==> config.mk <==
export PLATFORM = sky130hd
export DESIGN_NAME = mc_control_unit
export DESIGN_NICKNAME = d
export VERILOG_FILES = /design/src/rtl/mc_control_unit.sv
export SDC_FILE = /design/constraint.sdc
export NUM_CORES = 1
export LEC_CHECK = 0
export CAP_MARGIN = 20
export CORE_ASPECT_RATIO = 1.4
export CORE_MARGIN = 3
export CORE_UTILIZATION = 40
export CTS_BUF_LIST = sky130_fd_sc_hd__clkbuf_2
export DETAILED_ROUTE_END_ITERATION = 10
export MAX_ROUTING_LAYER = met4
export PLACE_DENSITY = 0.7
export SLEW_MARGIN = 20
export SYNTH_ARGS = -nofsm -noshare
export SYNTH_HDL_FRONTEND = slang
export SYNTH_SLANG_ARGS = --single-unit
==> constraint.sdc <==
create_clock -name clock -period 2.5 [get_ports clock]
set_clock_uncertainty 0.1 [all_clocks]
set_input_delay 0.625 -clock clock [delete_from_list [all_inputs] [get_ports clock]]
set_output_delay 0.625 -clock clock [all_outputs]
set_load 0.02 [all_outputs]
==> src/rtl/mc_control_unit.sv <==
// Multi-cycle sequencer for the 8-bit four-register core: fetches one
// instruction byte over req/ack, then walks it through DECODE/EXEC/MEM/WB,
// raising each datapath strobe only in the cycle that needs it.
module mc_control_unit #(
    parameter int unsigned IMEM_WAIT_MAX = 15,
    parameter int unsigned CNT_W         = 16
) (
    input  logic             clock,
    input  logic             reset,
    input  logic             run,
    input  logic             step,
    output logic             imem_req,
    input  logic             imem_ack,
    input  logic [7:0]       imem_data,
    output logic [7:0]       ir,
    output logic             ir_write,
    output logic             pc_write,
    output logic             pc_src,
    output logic             reg_write,
    output logic             reg_dst,
    output logic             alu_src,
    output logic             mem_read,
    output logic             mem_write,
    output logic             mem_to_reg,
    output logic [2:0]       state,
    output logic             fault,
    output logic [CNT_W-1:0] instr_count
);

    localparam int unsigned WAIT_W = $clog2(IMEM_WAIT_MAX + 1);

    typedef enum logic [2:0] {
        S_IDLE   = 3'd0,
        S_FETCH  = 3'd1,
        S_DECODE = 3'd2,
        S_EXEC   = 3'd3,
        S_MEM    = 3'd4,
        S_WB     = 3'd5,
        S_FAULT  = 3'd7
    } state_t;

    localparam logic [1:0] OP_ADD    = 2'b00;
    localparam logic [1:0] OP_LOAD   = 2'b01;
    localparam logic [1:0] OP_STORE  = 2'b10;
    localparam logic [1:0] OP_BRANCH = 2'b11;

    state_t            state_q;
    state_t            state_d;
    state_t            retire_state;
    logic [WAIT_W-1:0] wait_cnt;
    logic              step_prev;
    logic              step_pending;
    logic              step_edge;
    logic              fetch_timeout;
    logic              retire;
    logic [1:0]        opcode;

    assign opcode        = ir[7:6];
    assign step_edge     = step & ~step_prev;
    assign retire_state  = run ? S_FETCH : S_IDLE;
    // The last permitted waiting cycle: the counter reaches the limit here.
    assign fetch_timeout = (state_q == S_FETCH) && !imem_ack
                           && (wait_cnt == WAIT_W'(IMEM_WAIT_MAX - 1));
    assign state         = state_q;

    // State register
    always_ff @(posedge clock) begin
        if (reset) state_q <= S_IDLE;
        else       state_q <= state_d;
    end

    // Next-state logic; retiring states return to FETCH or IDLE depending on run
    always_comb begin
        state_d = state_q;
        case (state_q)
            S_IDLE:   if (run || step_pending) state_d = S_FETCH;
            S_FETCH: begin
                if (imem_ack)           state_d = S_DECODE;
                else if (fetch_timeout) state_d = S_FAULT;
            end
            S_DECODE: state_d = S_EXEC;
            S_EXEC: begin
                if (opcode == OP_BRANCH)   state_d = retire_state;
                else if (opcode == OP_ADD) state_d = S_WB;
                else                       state_d = S_MEM;
            end
            S_MEM:    state_d = (opcode == OP_LOAD) ? S_WB : retire_state;
            S_WB:     state_d = retire_state;
            S_FAULT:  state_d = S_FAULT;
            default:  state_d = S_IDLE;
        endcase
    end

    // Output decode from registered state (ir_write also qualified by imem_ack)
    always_comb begin
        imem_req   = 1'b0;
        ir_write   = 1'b0;
        pc_write   = 1'b0;
        pc_src     = 1'b0;
        reg_write  = 1'b0;
        reg_dst    = 1'b0;
        alu_src    = 1'b0;
        mem_read   = 1'b0;
        mem_write  = 1'b0;
        mem_to_reg = 1'b0;
        retire     = 1'b0;
        case (state_q)
            S_FETCH: begin
                imem_req = 1'b1;
                ir_write = imem_ack;
            end
            S_DECODE: begin
                reg_dst    = ~ir[6];
                alu_src    = ir[7] ^ ir[6];
                mem_to_reg = ir[6];
            end
            S_EXEC: begin
                reg_dst    = ~ir[6];
                alu_src    = ir[7] ^ ir[6];
                mem_to_reg = ir[6];
                if (opcode == OP_BRANCH) begin
                    pc_write = 1'b1;
                    pc_src   = 1'b1;
                    retire   = 1'b1;
                end
            end
            S_MEM: begin
                reg_dst    = ~ir[6];
                alu_src    = ir[7] ^ ir[6];
                mem_to_reg = ir[6];
                if (opcode == OP_LOAD) begin
                    mem_read = 1'b1;
                end else if (opcode == OP_STORE) begin
                    mem_write = 1'b1;
                    pc_write  = 1'b1;
                    retire    = 1'b1;
                end
            end
            S_WB: begin
                reg_dst    = ~ir[6];
                alu_src    = ir[7] ^ ir[6];
                mem_to_reg = ir[6];
                reg_write  = 1'b1;
                pc_write   = 1'b1;
                retire     = 1'b1;
                mem_read   = (opcode == OP_LOAD);
            end
            default: ;
        endcase
    end

    // Instruction register, fetch wait counter and sticky fault flag
    always_ff @(posedge clock) begin
        if (reset) begin
            ir       <= '0;
            wait_cnt <= '0;
            fault    <= 1'b0;
        end else if (state_q == S_FETCH) begin
            if (imem_ack) begin
                ir       <= imem_data;
                wait_cnt <= '0;
            end else begin
                wait_cnt <= wait_cnt + WAIT_W'(1);
                if (fetch_timeout) fault <= 1'b1;
            end
        end
    end

    // Single-step edge capture; a new request wins over the consuming transition
    always_ff @(posedge clock) begin
        if (reset) begin
            step_prev    <= 1'b0;
            step_pending <= 1'b0;
        end else begin
            step_prev <= step;
            if (step_edge && !run)
                step_pending <= 1'b1;
            else if (state_q == S_IDLE && (run || step_pending))
                step_pending <= 1'b0;
        end
    end

    // Retired-instruction counter, wraps naturally
    always_ff @(posedge clock) begin
        if (reset)       instr_count <= '0;
        else if (retire) instr_count <= instr_count + CNT_W'(1);
    end

endmodule

==> run_results.csv <==
group,metric,value,unit
yosys,synth-edff-count,0,
global_route,grt_pass1_vias,1623,
clock_tree,cts.clk_slew.worst_paths,170,ps
final_layout,area_growth,35.6,%
global_route,antenna_found_initial,0,
critical_path,path_buf_inv,2,
timing,finalHoldViolCount,0,
yosys,synth_fp_nets,232,
critical_path,r2r_end,"instr_count[7]$_SDFFE_PP0P_",
critical_path,cp-start-kind,"flip-flop",
route,ant_nets,0,
clock_tree,insertion_delay,370,ps
yosys,synth_area,0.00175,mm2
clock_tree,clock_path_buffers,2,
global_route,grt_max_degree,28,
job,cap_violations,0,
floorplan,die_y,84.4,um
power_and_ir_drop,p_per_area,460,mW/mm2
clock_tree,cts_root_buf,"clkbuf_2",
hold_path,hp-class,"reg2reg",
route,drc,0,
timing,slew_violations,0,
route,drtPass1Iterations,4,
global_route,grt_pass1_wl,7130,um
outcome,status,"completed",
global_route,grt_usage,0.180,
timing,finalCritPeriodShare,0.953,
floorplan,start_util,0.429,
place,numPortBuffers,50,
yosys,yosys_warnings,0,
clock_tree,clock-sinks,34,
floorplan,ioPinCount,51,
timing,rsz0062_at_grt,"no",
route,finalWirelength,4250,um
power_and_ir_drop,peakVddDrop,0.000271,V
route,drt-wirelength-per-cell,13.1,um
timing,worst_slew_pin_slew,395,ps
final_layout,instances_no_fill,325,
floorplan,rows,27,
critical_path,path_cells,"ha_2, nand4b_4, o21a_4, inv_1, clkdlybuf4s15_2",
yosys,yosysTopAreaCell,"dfxtp_1",
global_route,overflow,0,
floorplan,die_w,62.0,um
yosys,synth.avg_cell_area,8.27,um2
clock_tree,post_cts_buffers,0,
critical_path,cp_data_arrival_time,1660,ps
timing,finalCriticalPeriod,2380,ps
clock_tree,htree_levels,2,
critical_path,path_class,"reg2out",
timing,setup-violations-final,0,
final_layout,nets,286,
yosys,yosys-top-cells-area,"dfxtp_1 39%, a21oi_1 8.0%, nand2_1 6.2%, ha_1 5.0%, o31ai_1 4.3%",
final_layout,drive_gt1_frac,0.120,
place,dp.cells,317,
clock_tree,cts_tree,"built",
hold_path,hold_end,"ir[3]$_SDFFE_PP0P_",
place,post-dp-hpwl,3070,um
critical_path,rrSetupSlack,580,ps
yosys,ys_types,41,
power_and_ir_drop,leakage,0.911,nW
route,drt-vias-per-instance,5.25,
final_layout,antenna_cells,0,
clock_tree,cts-hold-fix-buffers,0,
hold_path,hold-path-cell-count,2,
critical_path,crit_path_end_kind,"output pin",
timing,slew_headroom,0.736,
yosys,synthFlopType,"dfxtp_1",
floorplan,dieArea,0.00523,mm2
clock_tree,ctsResizeCount,13,
critical_path,worstRegToRegCells,6,
yosys,ys_top_cells_by_count,"34 x dfxtp_1, 29 x nand2_1, 28 x a21oi_1, 11 x inv_1",
timing,final.setup.tns,0,ps
yosys,seq_area_frac_synth,0.388,
timing,max_freq,420,MHz
critical_path,slowest_delay,410,ps
yosys,async_flop_share,0,
yosys,synth.top_cell.area_share,0.388,
route,first_iter_violations,44,
critical_path,crit_slowest_cell,"dfxtp_2",
place,place_ws,-80.5,ps
timing,finalWorstSetupSlack,118,ps
yosys,syn_inst,212,
yosys,synth_seq_cells,34,
place,place.gp.congestion,0.901,
critical_path,path_max_fanout,6,
critical_path,required,1770,ps
yosys,yosysMostFrequentCell,"dfxtp_1",
critical_path,r2r-start,"ir[6]$_SDFFE_PP0P_",
critical_path,crit_family,"buffers and inverters",
clock_tree,cts_buffers,5,
hold_path,hold_path.startpoint,"ir[3]$_SDFFE_PP0P_",
route,vias,1705,
floorplan,core_region_area,0.00409,mm2
-- worst register-to-register path, stage by stage (launching register included) --
cell      delay, ps
dfxtp_2         410
ha_2            230
nand4b_4        120
o21a_4          130
buf_4           210
or4_1           540
a21oi_1         150
-- sequential cells by signal, summed over array words and instances (netlist names) --
| signal | count |
|---|---|
| wait_cnt | 4 |
| fault | 1 |
| ir | 8 |
| instr_count | 16 |
| step_pending | 1 |
| state | 3 |
| step_prev | 1 |
-- final cells by class --
cell class / count / area (um2)
repair buffers: 61 / 578
clock inverters: 2 / 8.76
flip-flops and latches: 34 / 686
clock buffers: 6 / 30.0
inverters: 13 / 48.8
well taps: 58 / 72.6
fillers: 393 / 1710
multi-input cells: 151 / 955
-- kinds of logic after synthesis --
kind of cell,after synthesis,share of synthesized area
XOR/XNOR,2,0.00999
AND/OR/NAND/NOR,86,0.276
multiplexers,1,0.00642
buffers and inverters,27,0.0735
flip-flops,34,0.388
AO/OA/AOI/OAI,55,0.196
adder cells (fa/ha/maj),7,0.0499
-- through the flow --
stage | utilization | power [W] | hold WS [ps] | instance area (um2)
6_report | 0.582 | 0.00109 | 363 | 2380
5_1_grt | 0.582 | 0.00115 | 386 | 2380
4_1_cts | 0.578 | 0.00111 | 367 | 2360
3_5_place_dp | 0.570 | 0.000861 | 346 | 2330
3_3_place_gp | 0.570 | 0.000858 | 342 | 2330
2_1_floorplan | - | 0.000743 | 339 | 1750
-- worst max-delay path by stage --
stage / from / to / slack, ps / depth (start not counted)
after global routing: state[2]$_SDFFE_PP0P_ / ir_write / 4 / 5
after global placement: imem_ack / ir_write / -90 / 4
after CTS: state[0]$_SDFFE_PP0P_ / reg_write / 3 / 4
after floorplan: state[0]$_SDFFE_PP0P_ / ir_write / 260 / 6
after detailed placement: imem_ack / ir_write / -80 / 4
final: ir[6]$_SDFFE_PP0P_ / pc_write / 120 / 5
-- where the power goes --
group          internal, W  total [W]  switching (W)
sequential        0.000565   0.000583      0.0000181
combinational     0.000119   0.000261       0.000141
clock            0.0000688   0.000251       0.000182
total             0.000753    0.00109       0.000341
-- layer usage --
layer,GRT usage,part of all wire
met1,0.217,0.45
met2,0.284,0.49
met3,0.0415,0.044
met4,0.0637,0.020
met5,-,0
-- cells in the final DEF, fill, tap and decap left out, types with 6 or more instances in the layout --
master	count
dfxtp_1	30
buf_4	11
clkdlybuf4s50_1	40
and2_1	7
a21oi_1	28
nand3_1	6
inv_1	11
nor2_1	9
or4_1	10
o31ai_1	10
dlygate4sd2_1	7
ha_1	6
clkbuf_2	6
nand2_1	29
No activity file was read; power rests on OpenSTA's default activity.
